$ cat src/rtl/rca_seq_ctrl.sv
// rtl/rca_seq_ctrl.sv - nibble-serial adder sequencer driving one shared 4-bit RCA
// Accepts an operand pair, walks the external RCA LSB nibble first, returns the registered sum.
module rca_seq_ctrl #(
  parameter int WIDTH = 16
) (
  input  logic             i_clk,
  input  logic             i_reset,
  input  logic             i_start_valid,
  output logic             o_start_ready,
  input  logic [WIDTH-1:0] i_a_in,
  input  logic [WIDTH-1:0] i_b_in,
  input  logic             i_cin_in,
  output logic [3:0]       o_rca_a,
  output logic [3:0]       o_rca_b,
  output logic             o_rca_cin,
  input  logic [3:0]       i_rca_sum,
  input  logic             i_rca_cout,
  output logic [WIDTH-1:0] o_sum_out,
  output logic             o_cout_out,
  output logic             o_ovf_out,
  output logic             o_done_valid,
  input  logic             i_done_ready,
  output logic             o_busy
);

  localparam int NSTEP = WIDTH / 4;
  localparam int IDXW  = (NSTEP > 1) ? $clog2(NSTEP) : 1;

  typedef enum logic [1:0] {
    S_IDLE = 2'd0,
    S_RUN  = 2'd1,
    S_DONE = 2'd2
  } state_t;

  state_t           r_state;
  state_t           w_next;
  logic [IDXW-1:0]  r_idx;
  logic             r_carry;
  logic [WIDTH-1:0] r_a;
  logic [WIDTH-1:0] r_b;
  logic [WIDTH-1:0] r_sum;
  logic [WIDTH-1:0] r_sum_out;
  logic             r_cout_out;
  logic             r_ovf_out;
  logic             w_last;
  logic [WIDTH-1:0] w_sum_full;

  assign w_last     = (r_idx == IDXW'(NSTEP - 1));
  // Lower nibbles are already in r_sum when the top nibble arrives from the RCA.
  assign w_sum_full = {i_rca_sum, r_sum[WIDTH-5:0]};

  always_ff @(posedge i_clk) begin
    if (i_reset) begin
      r_state    <= S_IDLE;
      r_idx      <= '0;
      r_carry    <= 1'b0;
      r_a        <= '0;
      r_b        <= '0;
      r_sum      <= '0;
      r_sum_out  <= '0;
      r_cout_out <= 1'b0;
      r_ovf_out  <= 1'b0;
    end else begin
      r_state <= w_next;
      case (r_state)
        S_IDLE: begin
          if (i_start_valid) begin
            r_a     <= i_a_in;
            r_b     <= i_b_in;
            r_carry <= i_cin_in;
            r_idx   <= '0;
          end
        end
        S_RUN: begin
          r_sum[{r_idx, 2'b00} +: 4] <= i_rca_sum;
          r_carry                    <= i_rca_cout;
          r_idx                      <= r_idx + 1'b1;
          if (w_last) begin
            // Result registers only change here, so they survive until the next completion.
            r_sum_out  <= w_sum_full;
            r_cout_out <= i_rca_cout;
            r_ovf_out  <= (r_a[WIDTH-1] == r_b[WIDTH-1]) && (i_rca_sum[3] != r_a[WIDTH-1]);
          end
        end
        default: ;
      endcase
    end
  end

  always_comb begin
    w_next    = r_state;
    o_rca_a   = 4'd0;
    o_rca_b   = 4'd0;
    o_rca_cin = 1'b0;
    case (r_state)
      S_IDLE: begin
        if (i_start_valid) w_next = S_RUN;
      end
      S_RUN: begin
        o_rca_a   = r_a[{r_idx, 2'b00} +: 4];
        o_rca_b   = r_b[{r_idx, 2'b00} +: 4];
        o_rca_cin = r_carry;
        if (w_last) w_next = S_DONE;
      end
      S_DONE: begin
        if (i_done_ready) w_next = S_IDLE;
      end
      default: w_next = S_IDLE;
    endcase
  end

  assign o_start_ready = (r_state == S_IDLE);
  assign o_done_valid  = (r_state == S_DONE);
  assign o_busy        = (r_state == S_RUN) || (r_state == S_DONE);
  assign o_sum_out     = r_sum_out;
  assign o_cout_out    = r_cout_out;
  assign o_ovf_out     = r_ovf_out;

endmodule

$ cat config.mk
export PLATFORM = sky130hd
export DESIGN_NAME = rca_seq_ctrl
export DESIGN_NICKNAME = d
export VERILOG_FILES = /design/src/rtl/rca_seq_ctrl.sv
export SDC_FILE = /design/constraint.sdc
export NUM_CORES = 1
export LEC_CHECK = 0
export CORE_ASPECT_RATIO = 1.75
export CORE_MARGIN = 2
export CORE_UTILIZATION = 49
export DETAILED_ROUTE_END_ITERATION = 12
export PLACE_DENSITY_LB_ADDON = 0.1
export SKIP_LAST_GASP = 1
export SLEW_MARGIN = 20
export SYNTH_ARGS = -nofsm -noshare
export SYNTH_HDL_FRONTEND = slang
export SYNTH_SLANG_ARGS = --single-unit
$ cat constraint.sdc
create_clock -name i_clk -period 2.25 [get_ports i_clk]
set_input_delay 0.45 -clock i_clk [delete_from_list [all_inputs] [get_ports i_clk]]
set_output_delay 0.45 -clock i_clk [all_outputs]
set_load 0.01 [all_outputs]
==> reports/qor.yml, run 1 <==
status: "completed"
syn_to_final_growth_pct: 35.05
hold_class: "register to register"
worstSetupEndpointType: "output port"
grt_pass1_vias: 2560
rrSetupSlack_ns: 0.27
cts_buffer_depth: 2
synth.most_common_cell: "nand2_1"
maxCapViolations: 0
drive_gt1_share_pct: 11.69
cts_buffers: 9
ant_nets: 0
dieWidth_um: 61.90
dpl.hpwl_um: 4768
p_int_mw: 2.333
p_comb_share_pct: 31.1
avgRoutedWirePerCell_um: 13.31
grt_use_total_pct: 22.20
initial_core_util_pct: 51.04
antenna_found_initial: 0
busiest_layer: "met2"
p_per_area_nw_per_um2: 870.5
synth_area_leaders: "dfxtp_1 47%, nand2_1 16%, a21oi_1 11%, mux4_1 4.6%, ha_1 3.5%"
layout.nets: 465
grt_use_met2_pct: 40.68
synthFlopType: "dfxtp_1"
postSynthCellCount: 341
ys_warn_count: 0
period_needed_ns: 2.193
dieArea_um2: 6518
vias: 2562
synth.cell_area_um2: 2874
worstPathRequired_ns: 1.80
grt_util_met1_pct: 21.79
grt_pass1_wl_um: 10810
cp.arrival_ns: 1.74
setup_viol: 0
cts-htree-levels: 3
ys_ff_latch: 67
final.setup_skew_ns: 0.003082
core_um2: 5630
rsz0062_at_grt: "no"
peakVddDrop_uv: 746.3
rows: 36
critPathMaxFanout: 4
die_height_um: 105.3
ys_top_cells_by_count: "120 x nand2_1, 67 x dfxtp_1, 64 x a21oi_1, 12 x nand4_1"
cts_num_sinks: 67
routed_via_density: 5.176
p_clk_share_pct: 26.7
drt_wl_total_um: 6587
io_buffer_count: 71
met3_usage_pct: 4.908
ys_types: 32
min_period_over_period_pct: 97.46
async_reset_ff_share_pct: 0
synth_edf_count: 0
final_hold_viol_count: 0
diodes: 0
clock_latency_ns: 0.34
tightestPinTransition_ns: 0.5480
synth_top_area_cell: "dfxtp_1"
syn_nets: 391
criticalPathCategory: "register to output port"
avgSynthCellArea_um2: 8.428
maxSlewViolCount: 0
whs_ns: 0.4482
worstSetupStartpointType: "register"
gr-total-overflow: 0
swShare_pct: 30.94
drcViolationCount: 0
clkTransAtPathRegs_ns: 0.06
drt-initial-drc-count: 99
gp_congestion: 0.7869
netSwitchingPower_mw: 1.045
fmax_mhz: 456.0
pwr-share-seq_pct: 42.2
p_leak_nw: 1.436
yosysSeqAreaShare_pct: 46.67
grt_max_degree: 35
cts_root_buf: "clkbuf_8"
cts_tree: "built"
relSlewSlack_pct: 63.38
fin_tns_setup_ns: 0
yosysTopAreaCellShare_pct: 46.67
first_pass_iters: 5
pin_count: 72
registers in the layout, indices dropped and copies added, names as in the netlist:
register,cells
o_sum_out,16
r_a,16
r_b,16
r_sum,12
r_idx,2
r_state,2
o_cout_out,1
o_ovf_out,1
r_carry,1
final timing paths:
kind | from | cells past startpoint | to
hold reg to reg | r_sum[6] | 2 | o_sum_out[6]
hold / removal | r_sum[6] | 2 | o_sum_out[6]
setup reg to reg | r_idx[0] | 8 | r_sum[11]
setup / recovery | r_idx[0] | 4 | o_rca_a[0]
cells by family (layout without fill, tap and decap cells):
group / count (synthesis) / in the layout / synth area share, %
multiplexers: 12 / 12 / 8.359
AO/OA/AOI/OAI: 70 / 70 / 12.89
buffers and inverters: 31 / 109 / 5.224
adder cells (fa/ha/maj): 8 / 8 / 3.483
AND/OR/NAND/NOR: 153 / 153 / 23.38
flip-flops: 67 / 67 / 46.67
worst max-delay path: stages (launching register included):
cell and delay (ns):
dfxtp_2 0.35, buf_6 0.12, mux4_2 0.48, and2_1 0.16, dlygate4sd2_1 0.28
routing by layer:
layer	part of all wire, %	vias to the layer above
li1	-	1296
met1	37	1186
met2	57	66
met3	3.9	14
met4	2.3	0
met5	0	-
what timing repair did:
item	in CTS	in global routing
setup buffers	1	0
hold buffers	0	0
gates resized for setup	19	9
endpoints found under the setup margin	9	5
endpoints found under the hold margin	0	0
gates cloned	0	0
layout by cell type (no fill, tap or decap), types with 2 or more instances in the layout:
| master | Yosys | final |
|---|---|---|
| a21oi_1 | 64 | 64 |
| nand4_1 | 12 | 12 |
| buf_12 | 0 | 3 |
| clkdlybuf4s50_1 | 0 | 62 |
| dlygate4sd2_1 | 0 | 3 |
| buf_4 | 1 | 11 |
| buf_2 | 9 | 3 |
| mux4_2 | 3 | 5 |
| nand2b_1 | 2 | 2 |
| mux4_1 | 5 | 3 |
| nand2_1 | 120 | 120 |
| and2_1 | 11 | 10 |
| inv_1 | 7 | 7 |
| ha_1 | 8 | 7 |
| clkbuf_8 | 0 | 12 |
| buf_6 | 1 | 2 |
| mux2i_1 | 3 | 3 |
| dfxtp_1 | 67 | 65 |
| clkinv_2 | 0 | 2 |
| dfxtp_2 | 0 | 2 |
| clkbuf_2 | 0 | 2 |
through the flow:
stage	area, um2	util, %	setup slack, ns	power (mW)	std cells
2_1_floorplan	2874	-	0.4682	2.089	341
5_1_grt	3881	68.93	0.01056	3.562	495
3_5_place_dp	3689	65.51	0.09623	2.459	479
4_1_cts	3890	69.09	-0.1169	3.382	495
6_report	3881	68.93	0.05722	3.378	495
3_3_place_gp	3689	65.51	0.1270	2.434	479
area by class of cell:
cell class,instances,area (um2)
inverter,7,26.28
clock buffer,13,168.9
timing repair buffer,87,847.1
multi-input combinational,243,1390
fill,499,1749
clock inverter,2,10.01
sequential,67,1344
tap,76,95.09
power groups by stage:
stage	Clock (mW)	Sequential, mW	Combinational (mW)
after detailed placement	0	1.44	1.02
after floorplan	0	1.41	0.681
after global routing	0.968	1.44	1.15
after global placement	0	1.43	1.00
final	0.903	1.43	1.05
after CTS	0.917	1.42	1.05
Note: power is estimated with default switching activity, not from simulation.
==> inputs of run 2 (changes only) <==
Settings changed: HOLD_SLACK_MARGIN set to 0.08, SKIP_CTS_REPAIR_TIMING set to 1.
==> reports/qor.yml, run 2 (same netlist as run 1, synthesis figures left out) <==
grt_use_met2_pct: 40.00  # was 40.68%
grt_util_met1_pct: 21.69  # was 21.79%
busiest_layer: "met2"  # unchanged
cts_tree: "built"  # unchanged
dpl_cell_area_um2: 3689  # unchanged
tightestPinTransition_ns: 0.5448  # was 0.5480 ns
drive_gt1_share_pct: 9.330  # was 11.69%
hold_class: "register to register"  # unchanged
initial_core_util_pct: 51.04  # unchanged
final.setup_skew_ns: 0.003546  # was 0.003082 ns
gr-total-overflow: 0  # unchanged
rrSetupSlack_ns: 0.14  # was 0.27 ns
grt_use_total_pct: 22.03  # was 22.20%
multiInputGateArea_um2: 1395  # was 1390 um2
fmax_mhz: 459.4  # was 456.0 MHz
cts-htree-levels: 3  # unchanged
final_common_cell: "nand2_1"  # unchanged
ff2ff_path_depth: 7  # was 8
drcViolationCount: 0  # unchanged
p_per_area_nw_per_um2: 857.7  # was 870.5 nW/um2
met3_usage_pct: 5.153  # was 4.908%
dieArea_um2: 6518  # unchanged
final_area_um2: 3904  # was 3881 um2
maxCapViolations: 0  # unchanged
grt_max_degree: 35  # unchanged
worstSetupEndpointType: "output port"  # unchanged
hold_path_depth: 2  # unchanged
drt-initial-drc-count: 88  # was 99
r2r_end: "r_sum[10]"  # was r_sum[11]
total_power_mw: 3.348  # was 3.378 mW
cp-startpoint: "r_idx[0]"  # unchanged
relSlewSlack_pct: 63.59  # was 63.38%
final_hold_viol_count: 0  # unchanged
min_period_over_period_pct: 96.75  # was 97.46%
dp_cells: 479  # unchanged
cp.arrival_ns: 1.73  # was 1.74 ns
io_buffer_count: 71  # unchanged
antenna_found_initial: 0  # unchanged
cts_buffers: 9  # unchanged
peakVddDrop_uv: 747.1  # was 746.3 uV
post-place-ws_ns: 0.09623  # unchanged
cts_buffer_depth: 2  # unchanged
vias: 2552  # was 2562
first_pass_iters: 7  # was 5
cts_num_sinks: 67  # unchanged
cts_root_buf: "clkbuf_8"  # unchanged
maxSlewViolCount: 0  # unchanged
dpl.hpwl_um: 4768  # unchanged
core_um2: 5630  # unchanged
post-route-util_pct: 69.33  # was 68.93%
ant_nets: 0  # unchanged
crit_path_end: "o_rca_b[0]"  # was o_rca_a[0]
whs_ns: 0.4481  # was 0.4482 ns
worstPathRequired_ns: 1.80  # about the same
clock_latency_ns: 0.34  # about the same
die_height_um: 105.3  # unchanged
criticalPathCategory: "register to output port"  # unchanged
setup_viol: 0  # unchanged
avgRoutedWirePerCell_um: 13.26  # was 13.31 um
drt_wl_total_um: 6548  # was 6587 um
dieWidth_um: 61.90  # unchanged
worst_slack_ns: 0.07306  # was 0.05722 ns
rsz0062_at_grt: "no"  # unchanged
routed_via_density: 5.166  # was 5.176
clkTransAtPathRegs_ns: 0.07  # was 0.06 ns
mostFrequentLayoutCells: "120 x nand2_1, 67 x dfxtp_1, 64 x a21oi_1, 62 x clkdlybuf4s50_1"  # was 120 x nand2_1, 65 x dfxtp_1, 64 x a21oi_1, 62 x clkdlybuf4s50_1
n_fill_cell: 490  # was 499
diodes: 0  # unchanged
p_leak_nw: 1.560  # was 1.436 nW
fin_tns_setup_ns: 0  # unchanged
layout.nets: 464  # was 465
status: "completed"  # unchanged
period_needed_ns: 2.177  # was 2.193 ns
grt_pass1_wl_um: 10720  # was 10810 um
syn_to_final_growth_pct: 35.83  # was 35.05%
rows: 36  # unchanged
grt_pass1_vias: 2531  # was 2560
worstSetupStartpointType: "register"  # unchanged
register_area_um2: 1341  # was 1344 um2
layout.cells.non_filler: 494  # was 495
rr_startpoint: "r_idx[1]"  # was r_idx[0]
critPathMaxFanout: 7  # was 4
gp_congestion: 0.7869  # unchanged
pin_count: 72  # unchanged
==> run 2: changes by cell type in the layout (fill, tap and decap cells not counted), moves of 2 or more <==
| cell | previous run | this run |
|---|---|---|
| mux4_1 | 3 | 5 |
| buf_2 | 3 | 1 |
| dfxtp_2 | 2 | 0 |
| dlymetal6s2s_1 | 0 | 8 |
| dfxtp_1 | 65 | 67 |
| dlygate4sd2_1 | 3 | 0 |
| mux4_2 | 5 | 3 |
| clkbuf_2 | 2 | 0 |
==> run 2: how the worst min path moves through the flow <==
stage | startpoint | to | slack [ns]
floorplan | r_a[7] | r_a[7] | 0.43
global route | o_sum_out[7] | o_sum_out[7] | 0.47
CTS | r_sum[5] | o_sum_out[5] | 0.45
global placement | r_a[3] | r_a[3] | 0.44
finish | r_sum[5] | o_sum_out[5] | 0.45
detailed placement | r_sum[6] | o_sum_out[6] | 0.44
==> run 2: layout make-up <==
type / count / share of cell area [%]
clock buffer: 13 / 4.327
clock inverter: 2 / 0.2564
inverter: 7 / 0.6731
multi-input combinational: 243 / 35.74
sequential: 67 / 34.36
tap: 76 / 2.436
timing repair buffer: 86 / 22.21
==> run 2: power breakdown <==
part           switching [mW]  internal, mW
clock                   0.423         0.481
sequential             0.0911          1.33
combinational           0.520         0.504
total                    1.03          2.31
==> run 2: worst max-delay path, cell delays in order, from the launching register on <==
cell,delay (ns)
dfxtp_1,0.36
buf_6,0.15
mux4_1,0.55
and2_1,0.17
dlymetal6s2s_1,0.17
==> run 2: per-layer routing <==
| metal | wire length (um) | share of wire, % | vias to the layer above |
|---|---|---|---|
| met4 | 158 | 2.4 | 0 |
| met1 | 2427 | 37 | 1190 |
| met2 | 3702 | 57 | 55 |
| met3 | 259 | 4.0 | 14 |
| met5 | 0 | 0 | - |
| li1 | - | - | 1293 |
==> inputs of run 3 (changes only) <==
Settings changed: CORE_ASPECT_RATIO 1.75 to 1.5.
==> reports/qor.yml, run 3 (same netlist as run 1, synthesis figures left out) <==
die_height_um: 97.80  # was 105.3 um
diodes: 0  # unchanged
post-place-ws_ns: 0.1244  # was 0.09623 ns
final.setup_skew_ns: 0.01047  # was 0.003546 ns
dieWidth_um: 66.53  # was 61.90 um
initial_core_util_pct: 50.04  # was 51.04%
post-route-util_pct: 68.63  # was 69.33%
cpMaxStageDelayCell: "clkdlybuf4s50_1"  # was mux4_1
dpl.hpwl_um: 4600  # was 4768 um
routed_via_density: 5.175  # was 5.166
clkTransAtPathRegs_ns: 0.07  # about the same
rsz0062_at_grt: "no"  # unchanged
cts-htree-levels: 3  # unchanged
final_hold_viol_count: 0  # unchanged
rows: 34  # was 36
cts_tree: "built"  # unchanged
tightestPinTransition_ns: 0.5479  # was 0.5448 ns
hold_class: "register to register"  # unchanged
drcViolationCount: 0  # unchanged
grt_use_total_pct: 20.85  # was 22.03%
grt_max_degree: 40  # was 35
whs_ns: 0.4536  # was 0.4481 ns
gp_congestion: 0.8157  # was 0.7869
mostFrequentLayoutCells: "120 x nand2_1, 66 x dfxtp_1, 64 x a21oi_1, 62 x clkdlybuf4s50_1"  # was 120 x nand2_1, 67 x dfxtp_1, 64 x a21oi_1, 62 x clkdlybuf4s50_1
vias: 2541  # was 2552
ff2ff_path_depth: 8  # was 7
layout.nets: 464  # unchanged
cp.arrival_ns: 1.72  # was 1.73 ns
n_fill_cell: 488  # was 490
core_um2: 5743  # was 5630 um2
p_per_area_nw_per_um2: 886.9  # was 857.7 nW/um2
fmax_mhz: 460.9  # was 459.4 MHz
relSlewSlack_pct: 63.38  # was 63.59%
worstSetupStartpointType: "register"  # unchanged
pin_count: 72  # unchanged
fin_tns_setup_ns: 0  # unchanged
gr-total-overflow: 0  # unchanged
criticalPathCategory: "register to output port"  # unchanged
avgRoutedWirePerCell_um: 12.92  # was 13.26 um
syn_to_final_growth_pct: 37.14  # was 35.83%
critPathMaxFanout: 9  # was 7
crit_buf_inv: 2  # unchanged
grt_pass1_wl_um: 10390  # was 10720 um
drt_wl_total_um: 6344  # was 6548 um
peakVddDrop_uv: 760.3  # was 747.1 uV
min_period_over_period_pct: 96.44  # was 96.75%
grt_pass1_vias: 2375  # was 2531
period_needed_ns: 2.170  # was 2.177 ns
first_pass_iters: 4  # was 7
cpPeakStageDelay_ns: 0.61  # was 0.55 ns
layout.cells.non_filler: 491  # was 494
io_buffer_count: 71  # unchanged
cts_buffers: 9  # unchanged
dp_cells: 475  # was 479
worstSetupEndpointType: "output port"  # unchanged
final_common_cell: "nand2_1"  # unchanged
worst_slack_ns: 0.08021  # was 0.07306 ns
cts_num_sinks: 67  # unchanged
worstPathRequired_ns: 1.80  # about the same
cp_num_cells: 3  # was 4
crit_family: "buffers and inverters"  # was multiplexers
maxCapViolations: 0  # unchanged
ant_nets: 0  # unchanged
dieArea_um2: 6506  # was 6518 um2
cts_buffer_depth: 2  # unchanged
antenna_found_initial: 0  # unchanged
p_leak_nw: 1.576  # was 1.560 nW
hold_path_depth: 2  # unchanged
cts_root_buf: "clkbuf_8"  # unchanged
clock_latency_ns: 0.35  # was 0.34 ns
critical_path.cell_chain: "inv_1 > ha_1 > clkdlybuf4s50_1"  # was buf_6 > mux4_1 > and2_1 > dlymetal6s2s_1
setup_viol: 0  # unchanged
drt-initial-drc-count: 118  # was 88
drive_gt1_share_pct: 10.02  # was 9.330%
maxSlewViolCount: 0  # unchanged
status: "completed"  # unchanged
## run 3: worst register-to-register path, stage by stage, from the launching register on
cell and delay [ns]:
dfxtp_2 0.35, buf_4 0.15, buf_4 0.17, inv_1 0.13
ha_1 0.37, nor4bb_1 0.28, buf_4 0.19, nand4_1 0.12
a21oi_1 0.14
## run 3: final cells by class
cell class / count / area [um2] / share of cell area, %
multi-input cells: 243 / 1395 / 35.40
well taps: 72 / 90.09 / 2.286
repair buffers: 86 / 875.8 / 22.22
clock inverters: 5 / 60.06 / 1.524
clock buffers: 11 / 151.4 / 3.841
flip-flops and latches: 67 / 1343 / 34.06
inverters: 7 / 26.28 / 0.6667
## run 3: per-stage QoR
stage	area (um2)	power [mW]
after detailed placement	3696	2.467
after global placement	3696	2.443
after floorplan	2874	2.089
after CTS	3908	3.501
after global routing	3941	3.684
final	3941	3.496
## run 3: routing by layer
metal | wire [um] | GRT usage (%) | vias to the layer above
met5 | 0 | 0 | -
li1 | - | - | 1299
met4 | 117 | 11.62 | 0
met2 | 3510 | 37.46 | 58
met1 | 2474 | 21.73 | 1173
met3 | 242 | 4.263 | 11
## run 3: path summary, 6_finish.rpt
kind                            startpoint            end  slack, ns
worst max-delay path            r_state[1]  o_start_ready       0.08
worst min-delay path              r_sum[9]   o_sum_out[9]       0.45
worst max register to register    r_idx[0]      r_sum[11]       0.29
worst min register to register    r_sum[9]   o_sum_out[9]       0.45
## run 3: report_power, final
group | total, mW | internal (mW) | switching [mW]
Clock | 1.04 | 0.576 | 0.465
Sequential | 1.41 | 1.33 | 0.0852
Combinational | 1.04 | 0.514 | 0.526
